### src/rtl/fir_serial_mac.sv
// Runtime-programmable FIR filter with one shared multiplier: samples arrive as LSB-first chunks,
// then TAPS multiply-accumulate cycles produce one rounded, saturated output per sample.
module fir_serial_mac #(
  parameter int DW   = 8,
  parameter int NIB  = 4,
  parameter int TAPS = 16,
  parameter int CW   = 16,
  parameter int FRAC = 12,
  localparam int AW  = $clog2(TAPS)
) (
  input  logic                 clk,
  input  logic                 reset,
  input  logic [NIB-1:0]       x_in,
  input  logic                 x_in_valid,
  output logic                 x_in_ready,
  input  logic                 coef_we,
  input  logic [AW-1:0]        coef_addr,
  input  logic [CW-1:0]        coef_data,
  output logic                 busy,
  output logic                 z_valid,
  output logic signed [DW-1:0] z
);

  localparam int NCH  = DW / NIB;
  localparam int CHW  = (NCH > 1) ? $clog2(NCH) : 1;
  localparam int PW   = DW + CW;
  localparam int ACCW = DW + CW + AW;

  localparam logic signed [ACCW-1:0] HALF = ACCW'(1) <<< (FRAC - 1);
  localparam logic signed [ACCW-1:0] ZMAX = ACCW'((64'sd1 <<< (DW - 1)) - 64'sd1);
  localparam logic signed [ACCW-1:0] ZMIN = -ZMAX - ACCW'(1);

  typedef enum logic {IDLE, MAC} state_t;

  state_t                  state;
  logic [CHW-1:0]          chunk_cnt;
  logic [DW-1:0]           asm_reg;
  logic [AW-1:0]           k;
  logic signed [ACCW-1:0]  acc;
  logic signed [DW-1:0]    x [TAPS];
  logic signed [CW-1:0]    h [TAPS];

  logic [DW-1:0]           sample_next;
  logic signed [PW-1:0]    x_ext;
  logic signed [PW-1:0]    h_ext;
  logic signed [PW-1:0]    prod;
  logic signed [ACCW-1:0]  acc_next;
  logic signed [ACCW-1:0]  shifted;
  logic signed [DW-1:0]    z_next;
  logic                    addr_ok;

  // Zero-extended compare so a non-power-of-2 TAPS rejects out-of-range tap addresses.
  assign addr_ok = ({1'b0, coef_addr} < (AW+1)'(TAPS));

  always_comb begin
    sample_next = asm_reg;
    sample_next[int'(chunk_cnt)*NIB +: NIB] = x_in;
    x_ext    = PW'(x[k]);
    h_ext    = PW'(h[k]);
    prod     = x_ext * h_ext;
    acc_next = acc + ACCW'(prod);
    shifted  = (acc_next + HALF) >>> FRAC;
    if (shifted > ZMAX)
      z_next = ZMAX[DW-1:0];
    else if (shifted < ZMIN)
      z_next = ZMIN[DW-1:0];
    else
      z_next = shifted[DW-1:0];
  end

  // Single FSM: IDLE assembles chunks and takes coefficient writes, MAC walks the taps.
  always_ff @(posedge clk) begin
    if (reset) begin
      state      <= IDLE;
      x_in_ready <= 1'b1;
      busy       <= 1'b0;
      z_valid    <= 1'b0;
      z          <= '0;
      chunk_cnt  <= '0;
      asm_reg    <= '0;
      k          <= '0;
      acc        <= '0;
      for (int i = 0; i < TAPS; i++) begin
        x[i] <= '0;
        h[i] <= '0;
      end
    end else begin
      z_valid <= 1'b0;
      case (state)
        IDLE: begin
          if (coef_we && addr_ok)
            h[coef_addr] <= coef_data;
          if (x_in_valid) begin
            asm_reg <= sample_next;
            if (chunk_cnt == CHW'(NCH - 1)) begin
              for (int i = TAPS - 1; i > 0; i--)
                x[i] <= x[i-1];
              x[0]       <= sample_next;
              acc        <= '0;
              k          <= '0;
              chunk_cnt  <= '0;
              state      <= MAC;
              x_in_ready <= 1'b0;
              busy       <= 1'b1;
            end else begin
              chunk_cnt <= chunk_cnt + CHW'(1);
            end
          end
        end
        MAC: begin
          acc <= acc_next;
          k   <= k + AW'(1);
          if (k == AW'(TAPS - 1)) begin
            z          <= z_next;
            z_valid    <= 1'b1;
            state      <= IDLE;
            x_in_ready <= 1'b1;
            busy       <= 1'b0;
          end
        end
        default: state <= IDLE;
      endcase
    end
  end

endmodule

### config.mk
export PLATFORM = sky130hd
export DESIGN_NAME = fir_serial_mac
export DESIGN_NICKNAME = d
export VERILOG_FILES = /design/src/rtl/fir_serial_mac.sv
export SDC_FILE = /design/constraint.sdc
export NUM_CORES = 1
export LEC_CHECK = 0
export CORE_MARGIN = 2
export CORE_UTILIZATION = 60
export DETAILED_ROUTE_END_ITERATION = 8
export HOLD_SLACK_MARGIN = 0.1
export PLACE_DENSITY_LB_ADDON = 0.05
export SLEW_MARGIN = 5
export SYNTH_ARGS = -nofsm -noshare
export SYNTH_HDL_FRONTEND = slang
export SYNTH_SLANG_ARGS = --single-unit
### constraint.sdc
create_clock -name clk -period 11.7 [get_ports clk]
set_input_delay 1.17 -clock clk [delete_from_list [all_inputs] [get_ports clk]]
set_output_delay 1.17 -clock clk [all_outputs]
set_load 0.03 [all_outputs]
After elaboration in Yosys (flattened, before gate mapping)
Memories as Yosys holds them, arrays and structs flattened. A register that Yosys moved wholly into a read port is not among the register bits.
Cells that the tools add are included.
{"block": "totals", "reg_bits": 53, "ram_bits": 384, "word_cells": 103, "input_bits": 28, "mem_count": 2, "output_inout_bits": 11}
{"block": "op_classes", "eq_ne": 4, "magnitude_cmp": 2, "muxes": 55, "n_reduce_logical": 6, "add_sub_neg": 5, "bitwise": 17, "multipliers": 1, "n_shift": 2}
{"name": "h", "words": 16, "width": 16, "rd": 1, "rd_clocked_by_memory_dff": 1, "write_ports": 16, "line_no": "41", "rtl": "logic signed [CW-1:0] h [TAPS];"}
{"name": "x", "words": 16, "width": 8, "rd": 16, "rd_clocked_by_memory_dff": 1, "write_ports": 16, "line_no": "40", "rtl": "logic signed [DW-1:0] x [TAPS];"}
{"op": "8-bit 2-to-1 mux", "n": 18}
{"op": "28-bit 2-to-1 mux", "n": 2}
{"op": "28-bit case mux with 2 select lines", "n": 1}
{"op": "3-bit negation with 33-bit output", "n": 1}
{"op": "4-bit by 33-bit variable shift with 8-bit output (first input constant)", "n": 1}
{"op": "4-bit by 33-bit variable part select with 8-bit output", "n": 1}
{"op": "28-bit by 13-bit adder with 28-bit output (second input constant)", "n": 1}
{"op": "28-bit by 24-bit adder with 28-bit output", "n": 1}
{"op": "4-bit 2-to-1 mux", "n": 7}
{"op": "8-bit by 16-bit multiplier with 24-bit output", "n": 1}
{"op": "1-bit 2-to-1 mux", "n": 21}
{"op": "16-bit by 8-bit > comparator with 1-bit output (second input constant)", "n": 1}
{"op": "16-bit by 8-bit less-than comparator with 1-bit output (second input constant)", "n": 1}
{"op": "16-bit 2-to-1 mux", "n": 1}
{"op": "1-bit OR", "n": 16}
{"op": "16-bit OR reduction", "n": 1}
{"op": "8-bit bitwise mux", "n": 1}
{"op": "4-bit case mux with 2 select lines", "n": 1}
{"op": "1-bit case mux with 2 select lines", "n": 3}
{"op": "2-bit AND reduction", "n": 3}
{"op": "4-bit by 1-bit adder with 4-bit output (second input constant)", "n": 1}
{"op": "4-bit == test (second input constant)", "n": 1}
{"op": "2-bit inequality test (second input constant)", "n": 2}
{"op": "3-bit AND reduction", "n": 1}
{"op": "other kinds (4)", "n": 4}

Depth between registers and ports, before layout
{"block": "depth", "depth_word": 6, "ltp_mapped": 30, "ltp_nobuf": 27}

Least setup slack after synthesis
Ideal clock, no wire load.
{"block": "synth_path", "path_kind": "reg-to-reg", "from": "register (tool-made name)", "to": "register z[0]", "path_buffers": 3, "t_required_ps": 11609, "synth_period_minus_slack_ps": 8978, "path_slack_ps": 2722, "path_stages_with_launch": 27, "setup_ps": 91, "t_arrival_ps": 8887, "path_cell_list": "dfxtp_1 -> clkbuf_1 -> buf_1 -> buf_1 -> mux4_2 -> mux4_2 -> or2_2 -> fa_1 -> fa_1 -> inv_1 -> fa_1 -> fa_1 -> fa_1 -> ha_1 -> o211ai_1 -> a21oi_1 -> o21ai_0 -> xnor2_1 -> ha_1 -> inv_1 -> nor4_4 -> or3b_1 -> or2_4 -> xnor2_1 -> nor4_4 -> o21ai_1 -> a311oi_1"}
{"element": "end signal: assignment", "line_no": "114", "rtl": "z <= z_next;"}
{"element": "end: declaration", "line_no": "21", "rtl": "output logic signed [DW-1:0] z"}

==> results_dict.tcl <==
set metrics [dict create \
    hold_violations 0 \
    critPathTopFamily "adder cells" \
    syn-instance-count 1885 \
    achievable-frequency_mhz 104 \
    grt_first_pass_wirelength_mm 89.5 \
    number_of_rows_created_at_floorplan 75 \
    initial_cell_density_of_the_core_pct 60.6 \
    critical_path_cell_count 24 \
    first_global_vias 15600 \
    timing.hold.worst_path_depth 1 \
    seqCellArea_mm2 0.0126 \
    class_of_the_worst_hold_path "reg -> reg" \
    start_kind "flop" \
    post-cts-setup-buffers 0 \
    drt-wirelength-per-cell_um 22.7 \
    post-route-drc-count 0 \
    synth-warning-count 0 \
    cts_root_buf "clkbuf_16" \
    global_route.usage.total_pct 26.9 \
    cp.buffers_inverters 3 \
    port-buffer-count 38 \
    area_growth_syn_to_layout_pct 9.72 \
    cts-buffers-inserted 48 \
    run_status "completed" \
    fin_crit_sh_pct 81.9 \
    boundaryPins 39 \
    initial_antenna_violation_count 2 \
    final-max-slew-violation-count 0 \
    tritoncts "built" \
    postSynth.topFlopCell "edfxtp_1" \
    power_leakage_nw 10.8 \
    path_class "reg -> reg" \
    antenna_left 0 \
    ctsLongestPathBuffers 3 \
    critPathMaxStageDelay_ns 0.97 \
    vias 14900 \
    cellPowerDensity_mw_per_mm2 228 \
    syn_area_mm2 0.0254 \
    die_h_um 210 \
    r2r.worst_path.cells 24 \
    crit_chain "buf_12 -> mux4_2 -> mux4_2 -> or2_2 -> fa_1 -> fa_1 -> inv_1 -> fa_1 -> fa_1 -> fa_1 -> ha_1 -> o211ai_1 -> a21oi_1 -> o21ai_0 -> xnor2_1 -> ha_1 -> inv_1 -> nor4_4 -> or3b_1 -> or2_4 -> xnor2_1 -> nor4_4 -> o21ai_1 -> a311oi_1" \
    clock_sink_count 437 \
    async_flop_share_pct 0 \
    chipWidth_um 210 \
    cts_resized 0 \
    wl_met1_mm 23.8 \
    path_common_cell "fa_1" \
    irDropWorstVdd_uv 155 \
    register_bank_with_the_most_flops "h" \
    met2_length_mm 27.0 \
    num-fill-cells 3015 \
    global_placement_routability_congestion 0.872 \
    crit_fanout 44 \
    worst_setup_hold_path_clk_slew_ns 0.06 \
    dp.final_hpwl_mm 37.4 \
    drt_pre_antenna_iters 7 \
    setup_repair_after_global_routing_missed_its_margin "no" \
    met3_length_mm 3.90 \
    worstPathRequired_ns 12.20 \
    total_area_of_multi_input_combinational_cells_mm2 0.0119 \
    post_synth.cell_area_avg_um2 13.4 \
    crit_path_end_kind "flop" \
    tightestPinTransition_ns 1.08 \
    initialDrtViolationCount 1247 \
    relSlewSlack_pct 27.7 \
    layout.core_utilization_pct 66.5 \
    max_cap_violations 0 \
    totalWireLength_mm 56.1 \
    critical_path_data_arrival_time_ns 10.08 \
    fin_skew_ns 0.0170 \
    via_per_inst 6.01 \
    ys_ff_latch 437 \
    hold_fix_buffers_cts 0 \
    timing.setup.tns_ns 0 \
    globalRouteOverflowTotal 0 \
    core-area_mm2 0.0419 \
    worstSkewPairLatency_ns 0.60 \
    maxUsedRoutingLayer "met4" \
    post-route-min-period_ns 9.58 \
    design.final.nets 2128 \
    fp.dieArea_mm2 0.0439 \
    reg.largest.list "h: 256 flops, x: 128 flops, acc: 28 flops" \
    synth_seq_area_share_pct 49.7 \
    synth_cell_type_count 75 \
    max_reg_flops 256 \
    synth-edff-count 384 \
    critPathSlowestCell "dfxtp_4" \
    layout-drive-gt1-share_pct 13.4 \
    setup-violations-final 0 \
    maximum_number_of_pins_on_one_net_before_global_route_repair 129 \
    cts.htree.levels 2 \
    mappedNetlistNets 2121 \
]
metrics by stage:
stage                     power [W]  area, um2  hold WS, ns  setup WS, ns  cells
final                       0.00635      27800        0.463          2.12   2471
after global routing        0.00680      27800        0.504          1.53   2471
after CTS                   0.00637      27800        0.467          2.02   2470
after detailed placement    0.00482      26200        0.454          2.07   2381
after global placement      0.00478      26200        0.446          2.24   2381
after floorplan             0.00419      25400        0.452          2.72   1885
cell type report:
cell class / count / area share [%]
Tap cell: 539 / 2.42
Clock inverter: 36 / 1.24
Clock buffer: 53 / 4.39
Antenna cell: 1 / 0.00900
Sequential cell: 437 / 45.3
Inverter: 117 / 1.58
Timing Repair Buffer: 63 / 2.11
Multi-Input combinational cell: 1225 / 42.9
cells in the mapped netlist (19+ instances only):
cell | n | area [um2]
fa_1 | 144 | 2880
or2_2 | 19 | 119
nor2_1 | 90 | 338
mux4_2 | 119 | 2680
a21oi_1 | 29 | 145
dfxtp_1 | 53 | 1060
a22oi_1 | 25 | 188
xnor2_1 | 20 | 175
edfxtp_1 | 384 | 11500
inv_1 | 116 | 435
nand2_1 | 67 | 251
clkbuf_1 | 92 | 345
ha_1 | 64 | 801
and2_1 | 459 | 2870
kinds of logic (layout without fill, tap and decap cells):
| group | Yosys count | after routing | share of synthesized area (%) |
|---|---|---|---|
| other cells | 0 | 1 | 0 |
| flops | 437 | 437 | 49.7 |
| buf+inv | 223 | 269 | 3.31 |
| simple gates | 708 | 708 | 16.1 |
| fa+ha+maj | 208 | 208 | 14.5 |
| mux | 129 | 129 | 11.0 |
| compound gates | 148 | 148 | 4.22 |
| xor+xnor | 32 | 32 | 1.16 |
placed cells by master, fill, tap and decap left out, types with 48 or more instances in the layout:
master	Yosys	layout
dfxtp_1	53	50
edfxtp_1	384	384
inv_1	116	116
and2_1	459	459
nor2_1	90	87
nand2_1	67	67
fa_1	144	144
mux4_2	119	119
clkbuf_16	0	48
ha_1	64	64
metal layers:
layer	vias to the layer above	global-route usage, %
li1	6665	-
met1	7666	38.1
met2	433	43.7
met3	92	4.31
met4	0	8.17
met5	-	0
worst paths after layout:
kind / startpoint / endpoint / slack, ns
worst max-delay path: flop / z[2] / 2.12
worst min-delay path: x_in_ready / x_in_ready / 0.46
worst max register to register: flop / z[2] / 2.12
worst min register to register: x_in_ready / x_in_ready / 0.46
report_power, final:
group	total (W)	internal [W]	switching, W	leakage (nW)
logic	0.00297	0.00117	0.00180	5.63
clock network	0.00152	0.000869	0.000652	0.766
registers	0.00185	0.00180	0.0000543	4.37
(Power assumes the default switching activity.)
